`src/rtl/uart_rx.sv`:
```
// 8N1 UART receiver: 16x oversampling on brg16_tick, mid-bit sampling, LSB first.
// Presents each byte with a one-clock done pulse and a framing-error level.
module uart_rx #(
    parameter int DATA_BITS   = 8,
    parameter int SYNC_STAGES = 2
) (
    input  logic                 clk,
    input  logic                 reset,
    input  logic                 brg16_tick,
    input  logic                 rx,
    output logic [DATA_BITS-1:0] d,
    output logic                 rx_done_tick,
    output logic                 framing_err,
    output logic                 rx_busy
);

    localparam int BW = (DATA_BITS > 1) ? $clog2(DATA_BITS) : 1;
    localparam logic [BW-1:0] LAST_BIT = BW'(DATA_BITS - 1);

    typedef enum logic [2:0] {
        S_IDLE,
        S_START,
        S_DATA,
        S_STOP,
        S_BRK
    } state_t;

    logic [SYNC_STAGES-1:0] sync_q;
    logic                   rx_s;
    state_t                 state_q;
    logic [3:0]             tick_ctr_q;
    logic [BW-1:0]          bit_ctr_q;
    logic [DATA_BITS-1:0]   shift_q;
    logic [DATA_BITS-1:0]   d_q;
    logic                   done_q;
    logic                   ferr_q;

    // Resetting the synchroniser to idle-high keeps reset from looking like a start edge.
    always_ff @(posedge clk) begin
        if (reset) sync_q <= '1;
        else       sync_q <= {sync_q[SYNC_STAGES-2:0], rx};
    end

    assign rx_s = sync_q[SYNC_STAGES-1];

    always_ff @(posedge clk) begin
        if (reset) begin
            state_q    <= S_IDLE;
            tick_ctr_q <= '0;
            bit_ctr_q  <= '0;
            shift_q    <= '0;
            d_q        <= '0;
            done_q     <= 1'b0;
            ferr_q     <= 1'b0;
        end else begin
            done_q <= 1'b0;
            unique case (state_q)
                S_IDLE: begin
                    if (!rx_s) begin
                        state_q    <= S_START;
                        tick_ctr_q <= '0;
                    end
                end
                S_START: begin
                    if (brg16_tick) begin
                        if (tick_ctr_q == 4'd7) begin
                            tick_ctr_q <= '0;
                            bit_ctr_q  <= '0;
                            state_q    <= rx_s ? S_IDLE : S_DATA;
                        end else begin
                            tick_ctr_q <= tick_ctr_q + 4'd1;
                        end
                    end
                end
                S_DATA: begin
                    if (brg16_tick) begin
                        if (tick_ctr_q == 4'd15) begin
                            tick_ctr_q <= '0;
                            shift_q    <= {rx_s, shift_q[DATA_BITS-1:1]};
                            if (bit_ctr_q == LAST_BIT) state_q   <= S_STOP;
                            else                       bit_ctr_q <= bit_ctr_q + BW'(1);
                        end else begin
                            tick_ctr_q <= tick_ctr_q + 4'd1;
                        end
                    end
                end
                S_STOP: begin
                    // Leaving at mid stop bit lets a back-to-back start edge be caught.
                    if (brg16_tick) begin
                        if (tick_ctr_q == 4'd15) begin
                            tick_ctr_q <= '0;
                            d_q        <= shift_q;
                            ferr_q     <= ~rx_s;
                            done_q     <= 1'b1;
                            state_q    <= rx_s ? S_IDLE : S_BRK;
                        end else begin
                            tick_ctr_q <= tick_ctr_q + 4'd1;
                        end
                    end
                end
                S_BRK: begin
                    if (rx_s) state_q <= S_IDLE;
                end
                default: state_q <= S_IDLE;
            endcase
        end
    end

    assign d            = d_q;
    assign rx_done_tick = done_q;
    assign framing_err  = ferr_q;
    assign rx_busy      = (state_q != S_IDLE);

endmodule

```
`config.mk`:
```
export PLATFORM = sky130hd
export DESIGN_NAME = uart_rx
export DESIGN_NICKNAME = d
export VERILOG_FILES = /design/src/rtl/uart_rx.sv
export SDC_FILE = /design/constraint.sdc
export NUM_CORES = 1
export LEC_CHECK = 0
export BUFFER_PORTS_ARGS = -buffer_cell sky130_fd_sc_hd__buf_2
export CORE_ASPECT_RATIO = 1.2
export CORE_MARGIN = 3
export CORE_UTILIZATION = 40
export CTS_CLUSTER_SIZE = 40
export DETAILED_ROUTE_END_ITERATION = 12
export GPL_TIMING_DRIVEN = 0
export MAX_ROUTING_LAYER = met4
export PLACE_DENSITY_LB_ADDON = 0.1
export SYNTH_ARGS = -nofsm -noshare
export SYNTH_HDL_FRONTEND = slang
export SYNTH_SLANG_ARGS = --single-unit
```
`constraint.sdc`:
```
create_clock -name clk -period 2.05 [get_ports clk]
set_input_delay 0.205 -clock clk [delete_from_list [all_inputs] [get_ports clk]]
set_output_delay 0.205 -clock clk [all_outputs]
set_load 0.005 [all_outputs]
```
==> reports/results.ini, run 1 <==
[outcome]
status=completed

[synth]
syn_area_per_cell_um2=9.49
synth_edf_count=0
synth.area.top_cells=dfxtp_1, nand2b_1, mux2i_1, nand3_1, o21ai_0
synthArstFlopShare_pct=0
syn_area_um2=1450
netlist_instances=153
seq_area_frac_synth_pct=41.4
yosysMostFrequentCell=dfxtp_1
netlist.area_leader.share_pct=41.4
ys_warn_count=0
synth_commonest_cells=dfxtp_1, nand2b_1, mux2i_1, nand3_1, o21ai_0
yosys_register_bits=30
synth.largest_area_cell=dfxtp_1
yosysUniqueCellTypes=42
ys.flop_type=dfxtp_1
syn_nets=160

[detailed_routing]
first_iter_violations=22
avgRoutedWirePerCell_um=14.0
drc=0
via_count=1167
dr.pass1.iters=4
wl_um=2950
viasPerCell=5.53
postRouteAntennaNets=0

[final_layout]
design_area_um2=1650
diodes=0
utilization_pct=48.1
areaGrowthSynthToFinish_pct=13.4
nets=181
drive_gt1_share_pct=20.1

[global_routing]
grt_pass1_vias=1153
grt_pass1_wl_um=5200
antenna_found_initial=0
top_usage_layer=met2
grt_max_degree=11
overflow=0
grt_use_met1_pct=17.9
grt_usage_pct=16.4
gr-usage-met2_pct=27.3
grt_util_met3_pct=5.34

[placed_design]
routabilityCongestion=0.822
placed_area_um2=1570
io_buffers=14
dp.final_hpwl_um=2120

[worst_setup_path]
cp_common_cell=ha_1
regToRegSetupSlack_ps=350
critPathKind=reg -> reg
startpoint=bit_ctr_q[0]$_SDFFE_PP0P_
rr_endpoint=bit_ctr_q[0]$_SDFFE_PP0P_
worstRegToRegCells=5
crit_arrival_ps=1870
cp_slowest_cell=a211oi_4
worstSetupEndpoint=bit_ctr_q[0]$_SDFFE_PP0P_
rr_startpoint=bit_ctr_q[0]$_SDFFE_PP0P_
worstPathCellList=ha_1 > ha_1 > nand4bb_1 > a211oi_4 > mux2_4
start_kind=flip-flop
worstPathRequired_ps=2220
crit_path_max_fanout=3
cpPeakStageDelay_ps=330
critPathCaptureType=flip-flop

[timing]
timing.hold.ws_ps=107
period_share_pct=83.2
hold_violations=0
drv_slew=0
worst_pin_slew_ps=466
min_period_ps=1700
setup_viol=0
max-slew-margin-rel_pct=68.9
rsz0062_at_grt=no
fin_worst_skew_ps=4.67
fin_tns_setup_ps=0
max_freq_mhz=587

[pwr]
total_power_uw=1090
leakage_uw=0.000597
irDropWorstVdd_mv=0.329
power_density_nw_per_um2=660

[cts]
cts_buffers=5
h-tree-depth=2
cts.clk_slew.worst_paths_ps=60
cts-resized-gates=0
cts_tree=done
cts.sinks=30
cts-root-buf=clkbuf_8
clock_latency_ps=280
ctsHoldBuffers=0
cts_setup_buffers=0
clockBufferDepth=2

[hold_path]
hold_depth=2
min_path_type=in -> reg

[die]
std_cell_rows=23
ios=15
die_width_um=61.0
die_h_um=72.0
start_util_pct=42.4
coreArea_um2=3420
dieArea_um2=4390

[run]
maxCapViolCount=0

layer usage:
layer	wire (µm)	vias to the layer above
met4	52	0
li1	-	591
met3	90	6
met2	1500	13
met1	1300	557
met5	0	-
worst max-delay path: cells and delay by family (launching register included):
| kind | cells | cell delay, ps |
|---|---|---|
| adder cells (fa/ha/maj) | 2 | 390 |
| AND/OR/NAND/NOR | 1 | 230 |
| flip-flops | 1 | 320 |
| multiplexers | 1 | 330 |
| AO/OA/AOI/OAI | 1 | 330 |
report_power, final:
group | switching (µW) | internal (µW) | leakage (µW)
Sequential | 3.56 | 587 | 0.000242
Clock | 220 | 227 | 0.0000438
Combinational | 27.5 | 20.8 | 0.000311
Total | 251 | 835 | 0.000597
flip-flops by register name, indices dropped and copies added, names as in the netlist:
signal / count
d: 8
shift_q: 8
tick_ctr_q: 4
bit_ctr_q: 3
state_q: 3
sync_q: 2
framing_err: 1
rx_done_tick: 1
kinds of logic after synthesis:
logic type | count (synthesis) | share of synthesized area, %
AND/OR/NAND/NOR | 60 | 26.6
multiplexers | 13 | 9.31
buffers and inverters | 14 | 4.57
AO/OA/AOI/OAI | 31 | 14.3
XOR/XNOR | 2 | 1.21
adder cells (fa/ha/maj) | 3 | 2.59
flip-flops | 30 | 41.4
cells in the final DEF (no fill, tap or decap), types with 2 or more instances in the layout:
cell | netlist | layout
nand2b_1 | 20 | 20
clkbuf_8 | 0 | 5
dfxtp_1 | 30 | 30
mux2i_1 | 12 | 12
nand3_1 | 10 | 10
or2_2 | 3 | 3
a211oi_1 | 2 | 2
clkinv_2 | 0 | 2
buf_2 | 5 | 19
o21ai_0 | 10 | 10
nor2_1 | 3 | 3
inv_1 | 3 | 3
nand4_1 | 4 | 4
clkbuf_1 | 5 | 5
nand2_1 | 2 | 2
o32ai_1 | 2 | 2
ha_1 | 3 | 3
a21oi_1 | 9 | 9
a41oi_1 | 2 | 2
nand3b_1 | 3 | 3
or3_1 | 2 | 2
per-stage QoR:
step           std cells  setup slack [ps]
2_1_floorplan        153               427
3_3_place_gp         204               346
3_5_place_dp         204               337
4_1_cts              211               329
5_1_grt              211               254
6_report             211               345
final cells by class:
| cell class | instances | area (µm²) |
|---|---|---|
| Clock buffer | 5 | 68.8 |
| Tap cell | 37 | 46.3 |
| Timing Repair Buffer | 14 | 70.1 |
| Multi-Input combinational cell | 109 | 785 |
| Fill cell | 332 | 1780 |
| Buffer | 11 | 55.1 |
| Clock inverter | 2 | 10.0 |
| Inverter | 3 | 11.3 |
| Sequential cell | 30 | 601 |
worst min-delay path by stage:
stage                     startpoint                    to  slack (ps)
after floorplan                   rx  sync_q[0]$_SDFF_PP1_         310
after global placement            rx  sync_q[0]$_SDFF_PP1_         390
after detailed placement          rx  sync_q[0]$_SDFF_PP1_         390
after CTS                         rx  sync_q[0]$_SDFF_PP1_         100
after global routing              rx  sync_q[0]$_SDFF_PP1_         110
final                             rx  sync_q[0]$_SDFF_PP1_         110
(Power assumes the default switching activity.)
==> inputs of run 2 (changes only) <==
==> constraint.sdc (replaced) <==
create_clock -name clk -period 1.7 [get_ports clk]
set_input_delay 0.17 -clock clk [delete_from_list [all_inputs] [get_ports clk]]
set_output_delay 0.17 -clock clk [all_outputs]
set_load 0.005 [all_outputs]
==> run 2 against run 1 <==
- cell count increased by 1.9%
- register-to-register slack got worse by 270 ps
- critical path depth unchanged
- final area increased by 3.3%
- clock power increased by 21%
- combinational power increased by 23%
- power increased by 21%
- clock skew about the same
- sequential power increased by 21%
- setup slack got worse by 270 ps
==> reports/results.ini, run 2 (same netlist as run 1, synthesis figures left out) <==
[outcome]
status=completed

[final_layout]
nets=185  ; +2.2%
layout_commonest_cell=dfxtp_1
drive_gt1_share_pct=24.2  ; +4.0 points
areaGrowthSynthToFinish_pct=17.2
finalNonFillerCells=215  ; +1.9%
fillCellCount=329  ; -0.90%
mostFrequentLayoutCells=dfxtp_1, nand2b_1, buf_2
diodes=0  ; unchanged

[placed_design]
pre_cts_slack_ps=-13.2  ; -350 ps
routabilityCongestion=0.822  ; unchanged
dp.final_hpwl_um=2120  ; unchanged
dpl.cell_count=204  ; unchanged
io_buffers=14  ; unchanged

[timing]
layout_setup_ws_ps=77.7  ; -268 ps
max_freq_mhz=616  ; +5.1%
rsz0062_at_grt=no
setup_viol=0  ; unchanged
period_share_pct=95.4  ; +12 points
max-slew-margin-rel_pct=71.0  ; +2.1 points
hold_violations=0  ; unchanged
drv_slew=0  ; unchanged
worst_pin_slew_ps=435  ; -30.8 ps
fin_worst_skew_ps=5.00  ; +0.326 ps
timing.hold.ws_ps=71.2  ; -35.7 ps
min_period_ps=1620  ; -82.4 ps

[cts]
cts.clk_slew.worst_paths_ps=60  ; about the same
clock_latency_ps=280  ; about the same
cts-root-buf=clkbuf_8
cts_buffers=5  ; unchanged
ctsHoldBuffers=0  ; unchanged
h-tree-depth=2  ; unchanged
clockBufferDepth=2  ; unchanged
cts.sinks=30  ; unchanged
cts_tree=done

[detailed_routing]
wirelength_met1_um=1350  ; +3.4%
wl_met3_um=104  ; +16%
drc=0  ; unchanged
wl_met2_um=1510  ; +0.20%
avgRoutedWirePerCell_um=14.0  ; +0.27%
via_count=1187  ; +1.7%
viasPerCell=5.52  ; -0.18%
first_iter_violations=19  ; -14%
wl_um=3010  ; +2.2%
postRouteAntennaNets=0  ; unchanged
dr.pass1.iters=4  ; unchanged
routed.top_layer=met4

[pwr]
pwr-share-seq_pct=54.2  ; about the same
irDropWorstVdd_mv=0.397  ; +20%
p_comb_share_pct=4.5  ; about the same
power_density_nw_per_um2=771  ; +17%
leakage_uw=0.000612  ; +2.6%
p_sw_share_pct=23.2  ; +0.075 points
p_int_uw=1010  ; +21%
clkPwrFrac_pct=41.2  ; about the same
power.switching_uw=305  ; +21%

[global_routing]
overflow=0  ; unchanged
grt_pass1_wl_um=5240  ; +0.67%
grt_usage_pct=16.5  ; +0.12 points
grt_pass1_vias=1159  ; +0.52%
antenna_found_initial=0  ; unchanged
grt_max_degree=11  ; unchanged

[die]
die_h_um=72.0  ; unchanged
ios=15  ; unchanged
die_width_um=61.0  ; unchanged
coreArea_um2=3420  ; unchanged
dieArea_um2=4390  ; unchanged
start_util_pct=42.4  ; unchanged
std_cell_rows=23  ; unchanged

[worst_setup_path]
worstPathRequired_ps=1870  ; -350 ps
rr_startpoint=bit_ctr_q[0]$_SDFFE_PP0P_
worstRegToRegCells=5  ; unchanged
rr_endpoint=bit_ctr_q[0]$_SDFFE_PP0P_
start_kind=flip-flop
regToRegSetupSlack_ps=80  ; -270 ps
crit_arrival_ps=1790  ; -80 ps
crit_path_max_fanout=3  ; unchanged
critPathCaptureType=flip-flop
critPathKind=reg -> reg

[hold_path]
hold_depth=2  ; unchanged
hold-path-endpoint=sync_q[0]$_SDFF_PP1_
min_from=rx
min_path_type=in -> reg

[run]
maxCapViolCount=0  ; unchanged

run 2: cell types whose count changed in the layout (fill, tap and decap cells not counted), sizes merged:
cell,before,now
buf,20,23
clkbuf,10,11
run 2: worst max-delay path, cell delays in order (launching register included):
cell,delay (ps)
dfxtp_2,320
ha_1,200
ha_2,170
nand4bb_4,220
a211oi_4,270
mux2_4,320
run 2: how the worst max path moves through the flow:
stage	start	end	slack (ps)
3_3_place_gp	bit_ctr_q[0]$_SDFFE_PP0P_	bit_ctr_q[0]$_SDFFE_PP0P_	-4
6_report	bit_ctr_q[0]$_SDFFE_PP0P_	bit_ctr_q[0]$_SDFFE_PP0P_	80
4_1_cts	bit_ctr_q[0]$_SDFFE_PP0P_	bit_ctr_q[0]$_SDFFE_PP0P_	2
5_1_grt	tick_ctr_q[0]$_SDFFE_PP0P_	d[7]$_SDFFE_PP0P_	10
3_5_place_dp	bit_ctr_q[0]$_SDFFE_PP0P_	bit_ctr_q[0]$_SDFFE_PP0P_	-10
2_1_floorplan	bit_ctr_q[0]$_SDFFE_PP0P_	bit_ctr_q[0]$_SDFFE_PP0P_	80
run 2: power by group through the flow:
stage	combinational (µW)	clock [µW]	sequential, µW
after global placement	57.9	0	727
after CTS	60.3	564	711
after global routing	66.1	587	712
after detailed placement	59.3	0	727
final	59.3	541	712
after floorplan	39.8	0	726
run 2: cell type report:
cell class	instances	area, µm²	area share, %
Buffer	11	57.6	3.38
Clock buffer	5	68.8	4.04
Clock inverter	2	10.0	0.588
Inverter	3	11.3	0.662
Multi-Input combinational cell	109	806	47.4
Sequential cell	30	602	35.4
Tap cell	37	46.3	2.72
Timing Repair Buffer	18	100	5.88
run 2: routing by layer:
metal  track usage [%]  up-vias
met3              5.34        7
li1                  -      598
met5                 -        -
met4              5.78        0
met2              27.6       18
met1              18.0      564
run 2: per-stage QoR:
stage | util, % | cell area [µm²] | TNS, ps | power (µW)
floorplan | - | 1450 | 0 | 766
global placement | 45.8 | 1570 | -3.75 | 785
detailed placement | 45.8 | 1570 | -13.2 | 787
CTS | 49.0 | 1680 | 0 | 1340
global route | 49.7 | 1700 | 0 | 1370
finish | 49.7 | 1700 | 0 | 1310
run 2: timing repair:
action / 4_1_cts / 5_1_grt
setup buffers: 2 / 2
resized for setup: 2 / 3
pin swaps: 1 / 1
setup endpoints to repair: 1 / 13
